$ cat config.mk
export PLATFORM = sky130hd
export DESIGN_NAME = reply_tag_arbiter
export DESIGN_NICKNAME = d
export VERILOG_FILES = /design/src/rtl/da_pkg.sv /design/src/rtl/tag_queue_da.sv /design/src/rtl/reply_tag_arbiter.sv
export SDC_FILE = /design/constraint.sdc
export NUM_CORES = 1
export LEC_CHECK = 0
export ABC_AREA = 1
export ABC_CLOCK_PERIOD_IN_PS = 8000
export CAP_MARGIN = 40
export CORE_MARGIN = 1
export CORE_UTILIZATION = 61
export DETAILED_ROUTE_END_ITERATION = 8
export DONT_BUFFER_PORTS = 1
export GPL_TIMING_DRIVEN = 0
export PLACE_DENSITY = 0.85
export SLEW_MARGIN = 20
export SYNTH_ARGS = -nofsm -noshare
export SYNTH_HDL_FRONTEND = slang
export SYNTH_SLANG_ARGS = --single-unit
$ cat constraint.sdc
create_clock -name clk -period 8 [get_ports clk]
set_input_delay 2 -clock clk [delete_from_list [all_inputs] [get_ports clk]]
set_output_delay 2 -clock clk [all_outputs]
set_load 0.02 [all_outputs]
$ cat src/rtl/da_pkg.sv
// rtl/da_pkg.sv - shared defaults and return-info type for the reply tag arbiter
package da_pkg;
  localparam int DEF_NUM_REQ          = 4;
  localparam int DEF_ADDRESS_WIDTH    = 4;
  localparam int DEF_VC_ADDRESS_WIDTH = 1;
  localparam int DEF_WIDTH_TAG        = 8;
  localparam int DEF_WIDTH_DATA       = 32;
  localparam int DEF_MAX_OUTSTANDING  = 12;

  // Return routing carried alongside each request until its reply comes back.
  typedef struct packed {
    logic [DEF_WIDTH_TAG-1:0]        tag;
    logic [DEF_ADDRESS_WIDTH-1:0]    dst;
    logic [DEF_VC_ADDRESS_WIDTH-1:0] vc;
  } rtn_info_t;
endpackage

$ cat src/rtl/tag_queue_da.sv
// rtl/tag_queue_da.sv - show-ahead in-order FIFO of return info, any depth >= 2
module tag_queue_da
  import da_pkg::*;
#(
  parameter int WIDTH = DEF_WIDTH_TAG + DEF_ADDRESS_WIDTH + DEF_VC_ADDRESS_WIDTH,
  parameter int DEPTH = DEF_MAX_OUTSTANDING
) (
  input  logic                       clk,
  input  logic                       clr,
  input  logic                       push,
  input  logic [WIDTH-1:0]           push_data,
  input  logic                       pop,
  output logic [WIDTH-1:0]           head,
  output logic                       empty,
  output logic [$clog2(DEPTH+1)-1:0] count
);
  localparam int PW = $clog2(DEPTH);
  localparam int CW = $clog2(DEPTH + 1);

  logic [WIDTH-1:0] mem [DEPTH];
  logic [PW-1:0]    rd_ptr;
  logic [PW-1:0]    wr_ptr;
  logic             do_push;
  logic             do_pop;

  function automatic logic [PW-1:0] next_ptr(input logic [PW-1:0] p);
    return (p == PW'(DEPTH - 1)) ? '0 : p + 1'b1;
  endfunction

  assign empty   = (count == '0);
  assign do_push = push && (count != CW'(DEPTH));
  assign do_pop  = pop && !empty;
  assign head    = mem[rd_ptr];

  always_ff @(posedge clk or posedge clr) begin
    if (clr) begin
      rd_ptr <= '0;
      wr_ptr <= '0;
      count  <= '0;
    end else begin
      if (do_push) wr_ptr <= next_ptr(wr_ptr);
      if (do_pop)  rd_ptr <= next_ptr(rd_ptr);
      count <= count + CW'(do_push) - CW'(do_pop);
    end
  end

  always_ff @(posedge clk) begin
    if (do_push) mem[wr_ptr] <= push_data;
  end
endmodule

$ cat src/rtl/reply_tag_arbiter.sv
// rtl/reply_tag_arbiter.sv - round-robin request arbiter with credit-limited in-order reply tagging
module reply_tag_arbiter
  import da_pkg::*;
#(
  parameter int NUM_REQ          = DEF_NUM_REQ,
  parameter int ADDRESS_WIDTH    = DEF_ADDRESS_WIDTH,
  parameter int VC_ADDRESS_WIDTH = DEF_VC_ADDRESS_WIDTH,
  parameter int WIDTH_TAG        = DEF_WIDTH_TAG,
  parameter int WIDTH_DATA       = DEF_WIDTH_DATA,
  parameter int MAX_OUTSTANDING  = DEF_MAX_OUTSTANDING
) (
  input  logic                                  clk,
  input  logic                                  rst,
  input  logic [NUM_REQ-1:0]                    i_req_valid,
  input  logic [NUM_REQ*ADDRESS_WIDTH-1:0]      i_req_dst,
  input  logic [NUM_REQ*VC_ADDRESS_WIDTH-1:0]   i_req_vc,
  input  logic [NUM_REQ*WIDTH_TAG-1:0]          i_req_tag,
  input  logic [NUM_REQ*WIDTH_DATA-1:0]         i_req_data,
  output logic [NUM_REQ-1:0]                    o_req_ready,
  output logic                                  o_slv_valid,
  output logic [WIDTH_DATA-1:0]                 o_slv_data,
  input  logic                                  i_slv_ready,
  input  logic                                  i_rsp_valid,
  input  logic [WIDTH_DATA-1:0]                 i_rsp_data,
  output logic                                  o_rsp_ready,
  output logic                                  o_out_valid,
  output logic [WIDTH_DATA-1:0]                 o_out_data,
  output logic [ADDRESS_WIDTH-1:0]              o_out_dst,
  output logic [VC_ADDRESS_WIDTH-1:0]           o_out_vc,
  output logic [WIDTH_TAG-1:0]                  o_out_tag,
  input  logic                                  i_out_ready,
  output logic [$clog2(MAX_OUTSTANDING+1)-1:0]  o_outstanding,
  output logic                                  o_err
);
  localparam int RW = $clog2(NUM_REQ);
  localparam int CW = $clog2(MAX_OUTSTANDING + 1);
  localparam int QW = WIDTH_TAG + ADDRESS_WIDTH + VC_ADDRESS_WIDTH;

  logic                        stg_valid;
  logic [WIDTH_DATA-1:0]       stg_data;
  logic [ADDRESS_WIDTH-1:0]    stg_dst;
  logic [VC_ADDRESS_WIDTH-1:0] stg_vc;
  logic [WIDTH_TAG-1:0]        stg_tag;
  logic [RW-1:0]               rr;
  logic [RW-1:0]               grant_idx;
  logic                        grant_found;
  logic                        stage_free;
  logic                        slv_fire;
  logic                        credit_ok;
  logic                        accept;
  logic [QW-1:0]               q_head;
  logic                        q_empty;
  logic [CW-1:0]               q_count;

  assign slv_fire   = stg_valid && i_slv_ready;
  assign stage_free = !stg_valid || i_slv_ready;
  assign credit_ok  = (o_outstanding < CW'(MAX_OUTSTANDING));

  // First valid requester at or after rr, wrapping around.
  always_comb begin
    int idx;
    idx         = 0;
    grant_found = 1'b0;
    grant_idx   = '0;
    for (int k = 0; k < NUM_REQ; k++) begin
      idx = int'(rr) + k;
      if (idx >= NUM_REQ) idx = idx - NUM_REQ;
      if (!grant_found && i_req_valid[idx]) begin
        grant_found = 1'b1;
        grant_idx   = RW'(idx);
      end
    end
  end

  always_comb begin
    o_req_ready = '0;
    if (grant_found && stage_free && credit_ok && !rst) o_req_ready[grant_idx] = 1'b1;
  end

  assign accept = |(i_req_valid & o_req_ready);

  always_ff @(posedge clk or posedge rst) begin
    if (rst) begin
      stg_valid <= 1'b0;
      stg_data  <= '0;
      stg_dst   <= '0;
      stg_vc    <= '0;
      stg_tag   <= '0;
    end else if (accept) begin
      stg_valid <= 1'b1;
      stg_data  <= i_req_data[int'(grant_idx)*WIDTH_DATA +: WIDTH_DATA];
      stg_dst   <= i_req_dst[int'(grant_idx)*ADDRESS_WIDTH +: ADDRESS_WIDTH];
      stg_vc    <= i_req_vc[int'(grant_idx)*VC_ADDRESS_WIDTH +: VC_ADDRESS_WIDTH];
      stg_tag   <= i_req_tag[int'(grant_idx)*WIDTH_TAG +: WIDTH_TAG];
    end else if (slv_fire) begin
      stg_valid <= 1'b0;
    end
  end

  always_ff @(posedge clk or posedge rst) begin
    if (rst) begin
      rr <= '0;
    end else if (accept) begin
      rr <= (grant_idx == RW'(NUM_REQ - 1)) ? '0 : grant_idx + 1'b1;
    end
  end

  always_ff @(posedge clk or posedge rst) begin
    if (rst) begin
      o_err <= 1'b0;
    end else if (i_rsp_valid && q_empty) begin
      o_err <= 1'b1;
    end
  end

  tag_queue_da #(
    .WIDTH (QW),
    .DEPTH (MAX_OUTSTANDING)
  ) u_tag_queue (
    .clk       (clk),
    .clr       (rst),
    .push      (slv_fire),
    .push_data ({stg_tag, stg_dst, stg_vc}),
    .pop       (i_rsp_valid && i_out_ready),
    .head      (q_head),
    .empty     (q_empty),
    .count     (q_count)
  );

  assign o_slv_valid                       = stg_valid;
  assign o_slv_data                        = stg_data;
  assign {o_out_tag, o_out_dst, o_out_vc}  = q_head;
  assign o_out_valid                       = i_rsp_valid && !q_empty;
  assign o_out_data                        = i_rsp_data;
  assign o_rsp_ready                       = i_out_ready;
  assign o_outstanding                     = CW'(stg_valid) + q_count;
endmodule
==> flow_summary.yaml, run 1 <==
run_status:
  status: "finished clean"
synthesis:
  synth.avg_cell_area_sq_um: 8.39
  synth_edf_count: 156
  ys_top_cells_by_area: "edfxtp_1 40%, dfrtp_1 13%, nand2_1 11%"
  syn-num-nets: 1641
  synthCells: 1401
  ys_seq_area_frac: 0.528
  ys_warn_count: 0
  ys_ff_latch: 217
  async_flop_share: 0.281
  ys.flop_type: "edfxtp_1"
  syn_area_sq_mm: 0.0118
  ys_types: 36
  synth.top_cell.area_share: 0.398
  synth_top_area_cell: "edfxtp_1"
route:
  viasPerCell: 6.05
  wl_mm: 34.0
  drtIter0Drc: 1153
  vias: 10237
  dr.pass1.iters: 6
  ant_nets: 0
  wl_per_cell_um: 20.1
  post-route-drc-count: 0
clock_network:
  root_buffer: "clkbuf_16"
  cts_buffers: 23
  insertion_delay_ps: 510
  cts_setup_buffers: 0
  cts.clk_slew.worst_paths_ps: 60
  ctsHoldBuffers: 0
  cts_tree: "built"
  cts.path.max_buffers: 3
  cts.repair.resized: 0
  h-tree-depth: 1
  clock-sinks: 217
placement:
  dp_hpwl_mm: 24.3
  portBuffers: 0
  gp_congestion: 0.940
floorplan:
  num_rows: 50
  die_area_sq_mm: 0.0198
  die_x_um: 141
  coreArea_sq_mm: 0.0188
  start_util: 0.626
  ios: 310
  die_h_um: 141
timing:
  hold_viol: 0
  maxSlewHeadroom: 0.424
  setup-violations-final: 0
  finClkSkew_ps: 9.58
  holdWs_ps: 572
  rsz0062_at_grt: "false"
  worst_pin_slew_ps: 855
  min_period_over_period: 0.745
  setup_tns_ps: 0
  fmax_ghz: 0.168
  min_period_ps: 5960
  slew_viol_final: 0
hold_path:
  min_path_type: "flop to flop"
cells_and_area:
  nets: 1680
  drive_above_1_share: 0.102
  synthToLayoutAreaGrowth_pct: 10.6
grt:
  groute.usage.overall: 0.341
  grt_max_degree: 48
  gr-total-overflow: 0
  grt_pass1_vias: 9750
  antenna_found_initial: 1
  grt_pass1_wl_mm: 51.6
setup_path:
  path_max_fanout: 11
  crit_path_start_kind: "primary input"
  required_ps: 6000
  crit_arrival_ps: 3960
  critPathKind: "primary input to primary output"
  endpoint_kind: "primary output"
pwr:
  p_leak_nw: 6.07
  powerDensity_mw_per_mm2: 473
  irDropWorstVdd_v: 0.000368
flow_run:
  maxCapViolCount: 0
metal layers:
| layer | part of all wire | track usage |
|---|---|---|
| met3 | 0.091 | 0.0465 |
| met4 | 0.049 | 0.169 |
| met5 | 0 | 0 |
| met1 | 0.36 | 0.418 |
| met2 | 0.50 | 0.595 |
power by group:
group	switching [mW]	leakage, nW	total (mW)	internal, mW
sequential	0.350	2.17	1.85	1.51
combinational	2.25	3.54	3.24	0.986
clock	0.436	0.359	1.06	0.625
total	3.04	6.07	6.15	3.12
stage by stage:
| stage | total power, mW | instances | area, sq um | worst slack [ps] | utilization |
|---|---|---|---|---|---|
| 3_5_place_dp | 5.02 | 1647 | 12200 | 2110 | 0.652 |
| 6_report | 6.15 | 1691 | 13000 | 2040 | 0.693 |
| 3_3_place_gp | 4.88 | 1635 | 12100 | 1170 | 0.642 |
| 5_1_grt | 6.55 | 1691 | 13000 | 1940 | 0.693 |
| 4_1_cts | 6.09 | 1688 | 13000 | 2090 | 0.691 |
| 2_1_floorplan | 4.09 | 1401 | 11800 | 1860 | - |
critical path: stages:
cell and delay (ps):
inv_1 60, nand2_1 70, nand3_1 110, nand2_1 120
inv_2 90, nand2_1 60, nand2_2 230, nand3_1 150
buf_4 220, buf_4 190, inv_1 100, ha_1 190
inv_1 50, nor2_1 330
placed cells by master (no fill, tap or decap), types with 14 or more instances in the layout:
cell       netlist  layout
nand2_1        351     351
inv_1          215     214
edfxtp_1       156     156
nand3_1        107     107
nor2_1         109     107
nand4_1         94      94
o21ai_0         79      79
dfrtp_1         61      61
buf_4           44      52
clkbuf_1        45      49
buf_2           26      27
clkbuf_16        0      23
ha_1            18      18
o22ai_1         16      16
a21oi_1         14      14
area by class of cell:
cell class                 count  area [sq um]
multi-input combinational    841          4110
antenna                        1          2.50
clock inverter                14           150
sequential                   217          6210
buffer                       120           663
clock buffer                  27           591
fill                        1401          5770
inverter                     223           840
tap                          234           293
timing repair buffer          14           138
Yosys cell counts, types with 2 or more instances:
master and instances:
a21oi_1 14, nor2_4 2, o31ai_1 5, nor2_1 109
o21ai_0 79, nor3_1 10, ha_1 18, nand2_1 351
dfrtp_1 61, nand3_2 2, nand3_1 107, xor2_1 3
nand4_1 94, buf_6 2, xnor2_1 2, buf_4 44
inv_2 6, inv_1 215, o221ai_1 7, buf_1 3
edfxtp_1 156, clkbuf_1 45, a31oi_1 8, o22ai_1 16
buf_2 26, clkinv_1 2, a211oi_1 3, o41ai_1 3
final timing paths:
kind | slack, ps | from | depth (start not counted) | endpoint
max in group asynchronous | 6180 | rst | 2 | stg_tag[3]
setup reg to reg | 4670 | rr[0] | 19 | stg_tag[2]
hold / removal | 570 | u_tag_queue.wr_ptr[2] | 2 | u_tag_queue.wr_ptr[2]
min in group asynchronous | 1290 | rst | 1 | o_slv_valid
hold reg to reg | 570 | u_tag_queue.wr_ptr[2] | 2 | u_tag_queue.wr_ptr[2]
setup / recovery | 2040 | i_req_valid[3] | 14 | o_req_ready[3]
sequential cells by signal, summed over array words and instances, names as in the netlist, 2 cells and up:
signal / flops
u_tag_queue.mem: 156
o_slv_data: 32
stg_tag: 8
stg_dst: 4
u_tag_queue.count: 4
u_tag_queue.rd_ptr: 4
u_tag_queue.wr_ptr: 4
rr: 2
cell families (layout without fill, tap and decap cells):
logic type               count (synthesis)  after routing  share of synthesized area
multiplexers                             1              1                   0.000958
AO/OA/AOI/OAI                          137            137                     0.0661
adder cells (fa/ha/maj)                 19             19                     0.0209
buffers and inverters                  343            398                      0.128
AND/OR/NAND/NOR                        679            679                      0.253
flip-flops                             217            217                      0.528
other                                    0              1                          0
XOR/XNOR                                 5              5                    0.00373
Power figures use the tool's default switching activity.
==> run 2: changes to the inputs <==
ABC_CLOCK_PERIOD_IN_PS = 5700   (was 8000)
clock period = 5.7 ns   (was 8 ns; I/O delays follow)
==> results of run 2 <==
The final DEF is identical to that of run 1. Status: finished clean.
Main changes from that run: setup slack after placement 2110 ps -> 956 ps; setup slack after layout 2040 ps -> 889 ps; register-to-register setup slack 4670 ps -> 2370 ps; total power 6.15 mW -> 8.64 mW; worst IR drop on VDD 0.000368 V -> 0.000516 V
